$ cat config.mk
export PLATFORM = sky130hd
export DESIGN_NAME = mod_cnt_rr_sched
export DESIGN_NICKNAME = d
export VERILOG_FILES = /design/src/rtl/mod_cnt_rr_sched.sv
export SDC_FILE = /design/constraint.sdc
export NUM_CORES = 1
export LEC_CHECK = 0
export BUFFER_PORTS_ARGS = -buffer_cell sky130_fd_sc_hd__buf_2
export CAP_MARGIN = 10
export CORE_MARGIN = 10
export CORE_UTILIZATION = 45
export CTS_CLUSTER_DIAMETER = 150
export DETAILED_ROUTE_END_ITERATION = 12
export PLACE_DENSITY = 0.74
export SLEW_MARGIN = 20
export SYNTH_ARGS = -nofsm -noshare
export SYNTH_HDL_FRONTEND = slang
export SYNTH_SLANG_ARGS = --single-unit
export TNS_END_PERCENT = 30
$ cat constraint.sdc
create_clock -name clk -period 2.15 [get_ports clk]
set_input_delay 0.1075 -clock clk [delete_from_list [all_inputs] [get_ports clk]]
set_output_delay 0.1075 -clock clk [all_outputs]
set_load 0.05 [all_outputs]
$ cat src/rtl/mod_cnt_rr_sched.sv
// Round-robin scheduler time-sharing one programmable modulo counter among NREQ requesters.
// Optional pause input enabled by defining SCHED_PAUSE_EN.
module mod_cnt_rr_sched #(
    parameter int unsigned NREQ = 4,
    parameter int unsigned W    = 8
) (
    input  logic                clk,
    input  logic                reset,
    input  logic [NREQ-1:0]     req,
    input  logic [NREQ*W-1:0]   period,
    output logic [NREQ-1:0]     grant,
    output logic [NREQ-1:0]     done,
    output logic [NREQ-1:0]     abort,
    output logic                busy,
    output logic [W-1:0]        q
`ifdef SCHED_PAUSE_EN
    ,
    input  logic                pause
`endif
);

    localparam int unsigned OW = (NREQ > 1) ? $clog2(NREQ) : 1;
    localparam int unsigned CW = OW + 1;

    typedef enum logic [1:0] {
        IDLE = 2'd0,
        RUN  = 2'd1,
        DONE = 2'd2
    } state_t;

    state_t          state_q, state_d;
    logic [OW-1:0]   rr_q, rr_d;
    logic [OW-1:0]   owner_q, owner_d;
    logic [W-1:0]    period_q, period_d;
    logic [W-1:0]    cnt_q, cnt_d;
    logic [NREQ-1:0] grant_q, grant_d;
    logic [NREQ-1:0] done_q, done_d;
    logic [NREQ-1:0] abort_q, abort_d;
    logic            busy_q, busy_d;

    logic [W-1:0]    per_arr [NREQ];
    logic [CW-1:0]   pick_c;
    logic            win_found_c;
    logic [OW-1:0]   win_idx_c;
    logic [OW-1:0]   next_ptr_c;
    logic [W-1:0]    term_c;
    logic            pause_c;

`ifdef SCHED_PAUSE_EN
    assign pause_c = pause;
`else
    assign pause_c = 1'b0;
`endif

    for (genvar i = 0; i < NREQ; i++) begin : g_per
        assign per_arr[i] = period[i*W +: W];
    end

    // First requester at or after ptr, wrapping modulo NREQ; returns {found, index}.
    function automatic logic [CW-1:0] pick_winner(input logic [NREQ-1:0] r,
                                                  input logic [OW-1:0]   ptr);
        logic [CW-1:0] res;
        logic [CW-1:0] cand;
        res = '0;
        for (int k = int'(NREQ) - 1; k >= 0; k--) begin
            cand = CW'(ptr) + CW'(k);
            if (cand >= CW'(NREQ)) begin
                cand = cand - CW'(NREQ);
            end
            if (r[cand[OW-1:0]]) begin
                res = {1'b1, cand[OW-1:0]};
            end
        end
        return res;
    endfunction

    assign pick_c      = pick_winner(req, rr_q);
    assign win_found_c = pick_c[OW];
    assign win_idx_c   = pick_c[OW-1:0];
    assign next_ptr_c  = (owner_q == OW'(NREQ - 1)) ? '0 : owner_q + OW'(1);
    // Period 0 wraps to an all-ones terminal count, i.e. 2^W counts.
    assign term_c      = period_q - W'(1);

    always_comb begin
        state_d  = state_q;
        rr_d     = rr_q;
        owner_d  = owner_q;
        period_d = period_q;
        cnt_d    = '0;
        grant_d  = '0;
        done_d   = '0;
        abort_d  = '0;
        busy_d   = 1'b0;
        unique case (state_q)
            IDLE: begin
                if (win_found_c) begin
                    state_d  = RUN;
                    owner_d  = win_idx_c;
                    period_d = per_arr[win_idx_c];
                    grant_d  = NREQ'(1) << win_idx_c;
                    busy_d   = 1'b1;
                end
            end
            RUN: begin
                if (!req[owner_q]) begin
                    state_d = IDLE;
                    abort_d = NREQ'(1) << owner_q;
                    rr_d    = next_ptr_c;
                end else if (pause_c) begin
                    grant_d = grant_q;
                    busy_d  = 1'b1;
                    cnt_d   = cnt_q;
                end else if (cnt_q == term_c) begin
                    state_d = DONE;
                    done_d  = NREQ'(1) << owner_q;
                    rr_d    = next_ptr_c;
                end else begin
                    grant_d = grant_q;
                    busy_d  = 1'b1;
                    cnt_d   = cnt_q + W'(1);
                end
            end
            DONE: begin
                state_d = IDLE;
            end
            default: begin
                state_d = IDLE;
            end
        endcase
    end

    always_ff @(posedge clk or posedge reset) begin
        if (reset) begin
            state_q  <= IDLE;
            rr_q     <= '0;
            owner_q  <= '0;
            period_q <= '0;
            cnt_q    <= '0;
            grant_q  <= '0;
            done_q   <= '0;
            abort_q  <= '0;
            busy_q   <= 1'b0;
        end else begin
            state_q  <= state_d;
            rr_q     <= rr_d;
            owner_q  <= owner_d;
            period_q <= period_d;
            cnt_q    <= cnt_d;
            grant_q  <= grant_d;
            done_q   <= done_d;
            abort_q  <= abort_d;
            busy_q   <= busy_d;
        end
    end

    assign grant = grant_q;
    assign done  = done_q;
    assign abort = abort_q;
    assign busy  = busy_q;
    assign q     = cnt_q;

endmodule

==> flow_metrics.tcl <==
set metrics [dict create \
    ys_warn_count 0 \
    final_cell_mix "buf_2 (58), dfrtp_1 (34), mux2i_1 (25)" \
    synthArstFlopShare_pct 100 \
    final_common_cell "buf_2" \
    clock_path_buffers 2 \
    hold_viol 0 \
    ys.flop_type "dfrtp_1" \
    p_leak_nw 1.31 \
    status "completed" \
    htree_levels 2 \
    ys_seq_area_share_pct 43.3 \
    hold_slack_ns 0.252 \
    powerDensity_nw_per_um2 1290 \
    postRouteAntennaNets 0 \
    io_buffers 58 \
    grt.overflow.total 0 \
    end_kind "register" \
    drc 0 \
    final_core_util_pct 61.6 \
    grt_pass1_wl_mm 7.99 \
    antenna_cells 0 \
    crit_chain "inv_2 -> ha_4 -> or3b_4 -> a21o_1 -> a21boi_1 -> o21ai_1 -> buf_4 -> o21bai_4 -> buf_12 -> o22ai_1" \
    maxSlewViolCount 0 \
    crit_slowest_cell "dfrtp_1" \
    hp-class "input pin to register" \
    p_comb_share_pct 56.5 \
    avgSynthCellArea_sq_um 10.7 \
    cts_sinks 35 \
    clkPwrFrac_pct 13.7 \
    seq_area_sq_um 877 \
    ir_drop_uv 659 \
    cp_max_fo 6 \
    netlist_instances 189 \
    worstSetupPathType "register to register" \
    syn_to_final_growth_pct 32.5 \
    ioPinCount 59 \
    netlist_area_sq_um 2020 \
    ys_seq_elements 35 \
    clk_latency_ns 0.29 \
    start_util_pct 46.5 \
    drv_cap 0 \
    first_iter_violations 43 \
    viasPerCell 5.27 \
    finalSetupViolCount 0 \
    wl_per_cell_um 14.9 \
    grt_max_degree 25 \
    synth_nets 233 \
    drt-pass1-iter-count 4 \
    max_freq_mhz 477 \
    cts_buffers 5 \
    grt_pass1_vias 1814 \
    rows 24 \
    wl_mm 4.75 \
    p_seq_share_pct 29.8 \
    p_sw_mw 1.48 \
    die-height_um 87.1 \
    tns_ns 0 \
    swShare_pct 42.6 \
    fin_crit_sh_pct 97.5 \
    place.gp.congestion 0.839 \
    fp.dieArea_sq_um 7580 \
    p_int_mw 1.99 \
    tightest_slew_ns 0.577 \
    finalCriticalPeriod_ns 2.10 \
    critPathMaxStageDelay_ns 0.40 \
    arrival_ns 2.24 \
    synth-edff-count 0 \
    critPathLaunchType "register" \
    slew_headroom_pct 61.5 \
    ys_types 43 \
    antenna_found_initial 0 \
    clkSlewWorstSetupHoldPaths_ns 0.07 \
    drive_above_1_share_pct 39.7 \
    core_area_sq_um 4350 \
    fin_skew_ns 0.00368 \
    cp.required_ns 2.29 \
    fin_nets 311 \
    fillers 346 \
    dp_hpwl_mm 3.57 \
    multiInputGateArea_sq_um 1160 \
    dieWidth_um 87.1 \
    clock-root-buffer "clkbuf_8" \
    route.vias.total 1680 \
    track_usage_pct 12.9 \
    cts_tree "built" \
]
-- final cells by class --
class | count | area share (%)
Tap cell | 52 | 2.43
Timing Repair Buffer | 75 | 16.9
Multi-Input combinational cell | 140 | 43.3
Clock buffer | 6 | 3.08
Inverter | 10 | 1.40
Sequential cell | 35 | 32.7
Clock inverter | 1 | 0.187
-- power by group through the flow --
stage                     Sequential [mW]  Clock [mW]  Combinational, mW
after global routing                 1.07       0.521               2.14
after global placement               1.04           0               1.76
after detailed placement             1.04           0               1.78
after floorplan                      1.30           0               1.00
after CTS                            1.03       0.486               1.80
final                                1.03       0.476               1.96
-- worst max-delay path, delay by kind of cell, from the launching register on --
kind,cells,cell delay [ns]
flops,1,0.40
fa+ha+maj,1,0.14
compound gates,5,0.63
simple gates,1,0.39
buf+inv,3,0.38
-- metal layers --
layer / vias to the layer above / track usage (%) / share of wire [%]
li1: 815 / - / -
met1: 783 / 14.1 / 41
met2: 72 / 22.1 / 50
met3: 10 / 4.21 / 7.7
met4: 0 / 6.04 / 1.4
met5: - / 0 / 0
-- state kept, by name, indices dropped and copies added (netlist names) --
register / count
abort: 4
owner_q: 2
q: 8
grant: 4
busy: 1
state_q: 2
period_q: 8
done: 4
rr_q: 2
-- synth_stat cells (2+ instances only) --
master | n | share of area (%)
o21ai_0 | 6 | 1.5
or3b_1 | 2 | 0.87
inv_1 | 10 | 1.9
mux2i_1 | 25 | 12
nand2b_1 | 7 | 2.2
ha_1 | 6 | 3.7
nand3_1 | 7 | 1.7
xnor2_1 | 8 | 3.5
and3_1 | 2 | 0.62
xor2_1 | 6 | 2.6
o21ai_1 | 4 | 0.99
o22ai_1 | 3 | 0.93
nor2b_1 | 3 | 0.93
nor2_1 | 14 | 2.6
nor3_1 | 3 | 0.74
a211oi_1 | 2 | 0.74
dfrtp_1 | 35 | 43
o2bb2ai_1 | 2 | 0.87
and2_1 | 10 | 3.1
nand2_1 | 3 | 0.56
mux2_2 | 8 | 4.5
nor4_1 | 2 | 0.62
-- through the flow --
step                instance area, sq um  power, mW  instances  setup WS [ns]
floorplan                           2020       2.30        189         0.0854
global placement                    2490       2.80        307         0.0602
detailed placement                  2490       2.82        307       -0.00385
CTS                                 2600       3.32        315         0.0304
global route                        2680       3.72        319        -0.0779
finish                              2680       3.47        319         0.0547
-- logic make-up (layout without fill, tap and decap cells) --
| logic type | Yosys count | after routing | share of synthesized area (%) |
|---|---|---|---|
| AO/OA/AOI/OAI | 25 | 25 | 8.78 |
| XOR/XNOR | 14 | 14 | 6.06 |
| adder cells (fa/ha/maj) | 6 | 6 | 3.71 |
| buffers and inverters | 14 | 92 | 3.22 |
| flip-flops | 35 | 35 | 43.3 |
| multiplexers | 34 | 34 | 17.9 |
| AND/OR/NAND/NOR | 61 | 61 | 17.0 |
-- worst paths after layout --
kind	to	slack, ns	depth (start not counted)	startpoint
max	grant[1]$_DFFE_PP0P_	0.05	10	period_q[1]$_DFFE_PP0P_
min	period_q[3]$_DFFE_PP0P_	0.25	4	period[3]
max reg2reg	grant[1]$_DFFE_PP0P_	0.05	10	period_q[1]$_DFFE_PP0P_
min reg2reg	grant[1]$_DFFE_PP0P_	0.54	2	grant[1]$_DFFE_PP0P_
max in group asynchronous	period_q[6]$_DFFE_PP0P_	1.14	4	reset
min in group asynchronous	q[4]$_DFF_PP0_	0.35	3	reset
-- repair_timing --
| action | CTS | global route |
|---|---|---|
| hold buffers | 1 | 0 |
| setup endpoints to repair | 3 | 18 |
| hold endpoints to repair | 11 | 0 |
| pin swaps | 0 | 7 |
| setup buffers | 0 | 4 |
| resized for setup | 2 | 12 |
Note: power is estimated with default switching activity, not from simulation.
